==> config.mk <==
export PLATFORM = sky130hd
export DESIGN_NAME = module_captura_operandos
export DESIGN_NICKNAME = d
export VERILOG_FILES = /design/src/rtl/pkg_teclado.sv /design/src/rtl/module_acum_decimal.sv /design/src/rtl/module_captura_operandos.sv
export SDC_FILE = /design/constraint.sdc
export NUM_CORES = 1
export LEC_CHECK = 0
export ABC_AREA = 1
export CAP_MARGIN = 20
export CORE_MARGIN = 2
export CORE_UTILIZATION = 40
export DETAILED_ROUTE_END_ITERATION = 8
export GPL_ROUTABILITY_DRIVEN = 0
export PLACE_DENSITY = 0.69
export SETUP_SLACK_MARGIN = 0.3
export SLEW_MARGIN = 20
export SYNTH_ARGS = -nofsm -noshare
export SYNTH_HDL_FRONTEND = slang
export SYNTH_SLANG_ARGS = --single-unit
==> constraint.sdc <==
create_clock -name clk -period 5.2 [get_ports clk]
set_input_delay 0.78 -clock clk [delete_from_list [all_inputs] [get_ports clk]]
set_output_delay 0.78 -clock clk [all_outputs]
set_load 0.03 [all_outputs]
==> src/rtl/pkg_teclado.sv <==
// Shared keypad definitions for the operand capture path.
//   KEY_ENTER / KEY_CLEAR : command key codes from the keypad decoder
//   KEY_DIG_MAX           : highest key code that is a decimal digit
//   estado_captura_t      : capture FSM states
package pkg_teclado;

  localparam logic [3:0] KEY_ENTER   = 4'hA;
  localparam logic [3:0] KEY_CLEAR   = 4'hC;
  localparam logic [3:0] KEY_DIG_MAX = 4'h9;

  typedef enum logic [1:0] {
    S_NUM1 = 2'd0,
    S_NUM2 = 2'd1,
    S_DONE = 2'd2
  } estado_captura_t;

endpackage

==> src/rtl/module_acum_decimal.sv <==
// Decimal digit accumulator (combinational).
//   cur  : current operand value
//   d    : incoming decimal digit
//   next : low 8 bits of cur*10 + d
//   ovf  : cur*10 + d exceeds MAX_VAL, so the digit must be dropped
module module_acum_decimal #(
  parameter int MAX_VAL = 255
) (
  input  logic [7:0] cur,
  input  logic [3:0] d,
  output logic [7:0] next,
  output logic       ovf
);

  localparam logic [11:0] MAX_C = 12'(MAX_VAL);

  logic [11:0] cur_w;
  logic [11:0] cand;

  // 255*10 + 9 = 2559 fits in 12 bits, so the sum never wraps.
  assign cur_w = {4'b0000, cur};
  assign cand  = (cur_w << 3) + (cur_w << 1) + {8'b0000_0000, d};
  assign next  = cand[7:0];
  assign ovf   = (cand > MAX_C);

endmodule

==> src/rtl/module_captura_operandos.sv <==
// Keypad operand capture: builds two decimal operands from key events and
// signals when each is confirmed, with a one-cycle multiplier start pulse.
//   clk       : system clock
//   rst       : asynchronous active-low reset
//   key_valid : one-cycle strobe qualifying key_code
//   key_code  : 0-9 digit, A enter, C clear, others ignored
//   num_1     : first operand
//   num_2     : second operand
//   listo_1   : first operand confirmed
//   listo     : both operands confirmed
//   mul_start : one-cycle start pulse for the multiplier
module module_captura_operandos
  import pkg_teclado::*;
#(
  parameter int MAX_VAL = 255
) (
  input  logic       clk,
  input  logic       rst,
  input  logic       key_valid,
  input  logic [3:0] key_code,
  output logic [7:0] num_1,
  output logic [7:0] num_2,
  output logic       listo_1,
  output logic       listo,
  output logic       mul_start
);

  estado_captura_t state, state_nx;

  logic       key_dig, key_enter, key_clear;
  logic [7:0] acc_cur, acc_next;
  logic       acc_ovf;

  logic [7:0] num_1_nx, num_2_nx;
  logic       listo_1_nx, listo_nx, mul_start_nx;

  assign key_dig   = key_valid && (key_code <= KEY_DIG_MAX);
  assign key_enter = key_valid && (key_code == KEY_ENTER);
  assign key_clear = key_valid && (key_code == KEY_CLEAR);

  // One shared accumulator; the operand being edited is chosen by state.
  assign acc_cur = (state == S_NUM2) ? num_2 : num_1;

  module_acum_decimal #(
    .MAX_VAL(MAX_VAL)
  ) u_acum (
    .cur (acc_cur),
    .d   (key_code),
    .next(acc_next),
    .ovf (acc_ovf)
  );

  always_ff @(posedge clk or negedge rst) begin
    if (!rst) state <= S_NUM1;
    else      state <= state_nx;
  end

  always_comb begin
    state_nx = state;
    if (key_clear) begin
      state_nx = S_NUM1;
    end else if (key_dig) begin
      if (state == S_DONE) state_nx = S_NUM1;
    end else if (key_enter) begin
      case (state)
        S_NUM1:  state_nx = S_NUM2;
        S_NUM2:  state_nx = S_DONE;
        S_DONE:  state_nx = S_DONE;
        default: state_nx = S_NUM1;
      endcase
    end else if (state != S_NUM1 && state != S_NUM2 && state != S_DONE) begin
      // Recover from the unused encoding.
      state_nx = S_NUM1;
    end
  end

  always_comb begin
    num_1_nx     = num_1;
    num_2_nx     = num_2;
    mul_start_nx = 1'b0;
    if (key_clear) begin
      num_1_nx = 8'd0;
      num_2_nx = 8'd0;
    end else if (key_dig) begin
      case (state)
        S_NUM1: if (!acc_ovf) num_1_nx = acc_next;
        S_NUM2: if (!acc_ovf) num_2_nx = acc_next;
        default: begin
          // A digit after completion starts a fresh operation.
          num_1_nx = {4'b0000, key_code};
          num_2_nx = 8'd0;
        end
      endcase
    end else if (key_enter && state == S_NUM2) begin
      mul_start_nx = 1'b1;
    end
    // Flags are registered copies of the next state so they track it exactly.
    listo_1_nx = (state_nx == S_NUM2) || (state_nx == S_DONE);
    listo_nx   = (state_nx == S_DONE);
  end

  always_ff @(posedge clk or negedge rst) begin
    if (!rst) begin
      num_1     <= 8'd0;
      num_2     <= 8'd0;
      listo_1   <= 1'b0;
      listo     <= 1'b0;
      mul_start <= 1'b0;
    end else begin
      num_1     <= num_1_nx;
      num_2     <= num_2_nx;
      listo_1   <= listo_1_nx;
      listo     <= listo_nx;
      mul_start <= mul_start_nx;
    end
  end

endmodule

* After elaboration in Yosys (flattened, before gate mapping)
Cells that the tools add are included.
** Storage, ports and cells
- Register bits after elaboration :: 21
- Latch bits :: 0
- Memory bits (writable) :: 0
- Memory bits (read-only) :: 0
- Bits of input ports :: 7
- Output and inout port bits :: 19
- Logic and storage cells :: 52
- Memories kept :: 0
** Cells by class
- $add $sub $neg :: 2
- Multipliers :: 0
- Divide/modulo/power cells :: 0
- $lt $le $gt $ge :: 2
- Eq/ne operators :: 12
- Shifts and indexed selects :: 0
- Muxes and demuxes :: 17
- Bitwise operators :: 0
- Reductions and logical operators :: 13
** Operators with widths (count)
- $mux 8 :: 6
- $pmux 8 s2 :: 2
- $add 11x9->12 :: 1
- $add 12x4->12 :: 1
- $gt 12x8->1 const B :: 1
- $mux 2 :: 5
- $eq 4x4->1 const B :: 2
- $logic_and 1x1->1 :: 6
- $ne 2x2->1 const B :: 3
- $ne 3x3->1 const B :: 2
- $reduce_and 3->1 :: 2
- $eq 2x1->1 const B :: 2
- $eq 2x2->1 const B :: 2
- $le 4x4->1 const B :: 1
- $pmux 2 s2 :: 1
- $reduce_bool 2->1 :: 2
- $mux 1 :: 3
- $logic_not 2->1 :: 1
- $ne 2x1->1 const B :: 1
- $reduce_or 2->1 :: 1
- $logic_or 1x1->1 :: 1

* Depth between registers and ports, before layout
- Depth after elaboration :: 9
- Gate-level depth with buffers :: 23
- Mapped depth without buffers :: 22

* By module
A second synthesis with hierarchy kept.
** Second synthesis, totals
- Cell total of the unflattened synthesis :: 283
- Area, all modules :: 1925.6 um2
** By module, submodules not included
- module_captura_operandos :: instances 1, cells each 180, area each 1306.3 um2, sequential area each 525.5 um2
- module_acum_decimal :: instances 1, cells each 103, area each 619.3 um2, sequential area each 0.0 um2

* Worst setup path before layout
Ideal clock, no wire load.
- Kind :: reg-to-reg
- From :: reg state[1]
- To :: reg num_2[3]
- Setup time :: 0.118 ns
- Arrival time :: 2.970 ns
- Required time :: 5.082 ns
- Slack :: 2.112 ns
- Cell stages (with the launch flop) :: 22
- Buffers on the path :: 1
- Period minus slack after synthesis :: 3.088 ns
- Path through :: dfrtp_1 > inv_1 > ha_1 > buf_2 > inv_2 > nand2_1 > nand2_1 > fa_1 > inv_1 > fa_1 > inv_1 > nand2_1 > nand2_1 > nand3_1 > nand3_1 > nand2_1 > nor2_1 > nand2_2 > nand2_4 > nand2_4 > nand2_1 > nand2_1
** Between the ends
- Longest elaborated chain between the ends :: 8
- Elaborated cells between the ends (all ways) :: 13
- Classes of those cells :: add/sub: 2; order compare: 1; eq/ne: 3; mux: 5; reduce/logical: 2
** Ends and longest elaborated chain
- start: declaration :: RTL line module_captura_operandos.sv:28 : estado_captura_t state, state_nx;
- start signal: assignment :: RTL line module_captura_operandos.sv:55 : else state <= state_nx;
- parallel branches: the longest is 8 deep, another holds $add 11x9->12
- end signal: assignment :: RTL line module_captura_operandos.sv:111 : num_2 <= num_2_nx;
- end: declaration :: RTL line module_captura_operandos.sv:22 : output logic [7:0] num_2,
Several ways; the timed one is not identified. The select of a mux whose other input is x is not followed.
A chain may end at the register's enable or synchronous reset.

* Final worst setup path
- From :: reg state[1]
- To :: reg num_1[0]
** Between the ends
- Longest elaborated chain between the ends :: 7
- Elaborated cells between the ends (all ways) :: 12
- Classes of those cells :: add/sub: 2; order compare: 1; eq/ne: 3; mux: 4; reduce/logical: 2
** Ends and longest elaborated chain
- $eq 2x1->1 :: RTL line module_captura_operandos.sv:42, module_captura_operandos.sv:85
- $mux 8 :: RTL line module_captura_operandos.sv:42 : assign acc_cur = (state == S_NUM2) ? num_2 : num_1;
- $add 11x9->12 :: RTL line module_acum_decimal.sv:22 : assign cand = (cur_w << 3) + (cur_w << 1) + {8'b0000_0000, d};
- $add 12x4->12 :: RTL line module_acum_decimal.sv:22
- $gt 12x8->1 :: RTL line module_acum_decimal.sv:24 : assign ovf = (cand > MAX_C);
- $ne 3x3->1 (no source line)
- $reduce_and 3->1 (no source line)
- end signal: assignment :: RTL line module_captura_operandos.sv:110 : num_1 <= num_1_nx;
- end: declaration :: RTL line module_captura_operandos.sv:21 : output logic [7:0] num_1,
Several ways; a longest one is shown, not always the timed one. The select of a mux whose other input is x is not followed.

==> metrics <==
CTS tree built; Core ar. 4350 sq um; status complete, no violations; setup repair after global routing missed its margin no; Yosys top cell by area dfrtp_1; kind of critical path reg -> reg; H-Tree Depth 1; antenna viol nets, final 0; Finished Layout Cells 326; largest net degree at the start of global routing 22; num ports 26; initial antenna violation count 0; Clock Skews 0.00812 ns; Peak VDD IR 0.246 mV; fin crit share 69.6%; clk slew on worst S/H paths 0.08 ns; cell mode on critical path nand2_1; Synth cell types 29; Syn. warnings 0; Row Count 24; die height 71.2 um; Layout area overhead 20.6%; grt ovf 0; hold_sp num_1[6]; post-DP HPWL 3290 um; worst-path fanout max 12; worst reg-to-reg setup slack 1.58 ns; worst setup margin 1.58 ns; Skew-Pair Late Insertion Delay 0.27 ns; Residual DRC 0; CP Launch Type flip-flop; Leak Pwr 1.22 nW; Initial Util 41.5%; first-pass GRT wire length 6870 um; Crit. End Element flip-flop; total negative slack 0 ns; leading cell type in the layout, fill and taps excluded nand2_1; pre-CTS WS 1.59 ns; Num Clock Sinks 21; # nets final 306; Avg Cell Area, Syn 7.38 sq um; Cell Area, Synth 1810 sq um; post-synth top area share 29.1%; R2R depth 20; worst path cell trace inv_1 -> ha_1 -> inv_2 -> nand2_1 -> nand2_1 -> fa_1 -> inv_1 -> fa_1 -> inv_1 -> nand2_1 -> nand2_1 -> nand3_1 -> nand3_1 -> nand2_1 -> nor2_1 -> nand2_2 -> nand2_4 -> nand2_4 -> nand2_1 -> nand2_1; Max clock buf depth 2; FF-to-FF End num_1[0]; Final Hold Fails 0; Tmin final 3.62 ns; worst hold stages 2; cell area power density 609 nW/um^2; max-slew violations 0; worst reg2reg startpoint state[1]; hold endpoint num_1[6]; First-pass DRT Iterations 4; Hold Path Class reg -> reg; crit path DAT 3.77 ns; Slew HR 69.1%; Die ar. 5070 sq um; postcts setup bufs 0; most frequent cells in the layout nand2_1 (87), inv_1 (29), clkdlybuf4s50_1 (25), nand3_1 (23), ha_1 (22); via/cell ratio 4.90; crit path max-delay cell type fa_1; placed instance area 2120 sq um; GRT Overall Usage 16.9%; PostCTS Resize Cnt 0; layout cell share with drive strength beyond 1 9.12%; Crit path largest cell delay 0.54 ns; TritonCTS Buffers 3; CP required 5.36 ns; Cells after Synth 245; Die X-Extent 71.2 um; CTS root buf clkbuf_8; Routed WL per cell 12.3 um; Seq/Total Area, Yosys 29.1%; number of synthesized register bits 21; top cells by area, synth dfrtp_1 (29%), nand2_1 (18%), ha_1 (15%), nand3_1 (6.4%), inv_1 (6.0%); Post-Route WL 4020 um; DRT iter0 DRCs 66; Synth Net Count 276; Placed Cells 321; DR vias 1597; # setup viols final 0; worst-margin pin slew 0.464 ns; vias in the first global route 1521; Max Fclk 276 MHz; tightest hold margin 0.507 ns; design area 2180 sq um; Antenna Cells 0; Buffers on Ports 25; maximum capacitance violations 0; CTS Hold Bufs 0; FILL cells 442
## metal layers
metal,GRT usage (%),share of wire [%],up-vias
li1,-,-,831
met1,22.4,47,730
met2,28.8,49,34
met3,3.80,4.3,2
met4,2.73,0.37,0
met5,0,0,-
## layout make-up
class	count	area [sq um]	share of cell area [%]
sequential	21	526	24.1
clock inverter	1	5.00	0.230
tap	52	65.1	2.99
inverter	32	125	5.74
clock buffer	3	41.3	1.89
timing repair buffer	26	265	12.2
multi-input combinational	191	1150	52.9
## logic make-up (layout without fill, tap and decap cells)
group / count (synthesis) / count (layout) / share of synthesized area [%]
and+or+nand+nor: 149 / 149 / 40.2
adders and majority gates: 24 / 24 / 17.4
buffers and inverters: 33 / 62 / 7.20
AOI/OAI and AO/OA: 14 / 14 / 4.15
xor gates and xnor gates: 4 / 4 / 1.94
DFF: 21 / 21 / 29.1
## power by group
part	total (mW)	switching [mW]	internal, mW
combinational	0.950	0.595	0.355
clock	0.109	0.0560	0.0535
sequential	0.268	0.0470	0.221
## state kept, by name (all words and copies together) (netlist names)
signal	cells
num_1	8
num_2	8
listo	1
mul_start	1
state	2
listo_1	1
## stage by stage
stage	total power, mW	utilization (%)
2_1_floorplan	0.956	-
5_1_grt	1.47	50.1
6_report	1.33	50.1
3_5_place_dp	1.22	48.6
4_1_cts	1.33	49.7
3_3_place_gp	1.22	48.6
## cells in the mapped netlist, drive strengths merged
cell type,instances
o21ai,7
dfrtp,21
inv,32
fa,2
nand3b,2
xnor2,1
a22oi,1
nor3,2
nand3,24
a211oi,1
a21oi,5
nand2,94
ha,22
xor2,3
buf,1
nor2,25
or2,2
## critical path, delay by kind of cell, from the launching register on
family	cells	cell delay [ns]
adder cells (fa/ha/maj)	3	1.42
buffers and inverters	4	0.45
flip-flops	1	0.42
AND/OR/NAND/NOR	13	1.20
## worst max path at each step
stage,from,end,slack [ns]
after floorplan,state[1],num_2[3],2.11
after global placement,state[1],num_1[0],1.59
after detailed placement,key_code[3],num_1[7],1.59
after CTS,state[1],num_1[0],1.57
after global routing,state[1],num_1[2],1.17
final,state[1],num_1[0],1.58
Note: power is estimated with default switching activity, not from simulation.
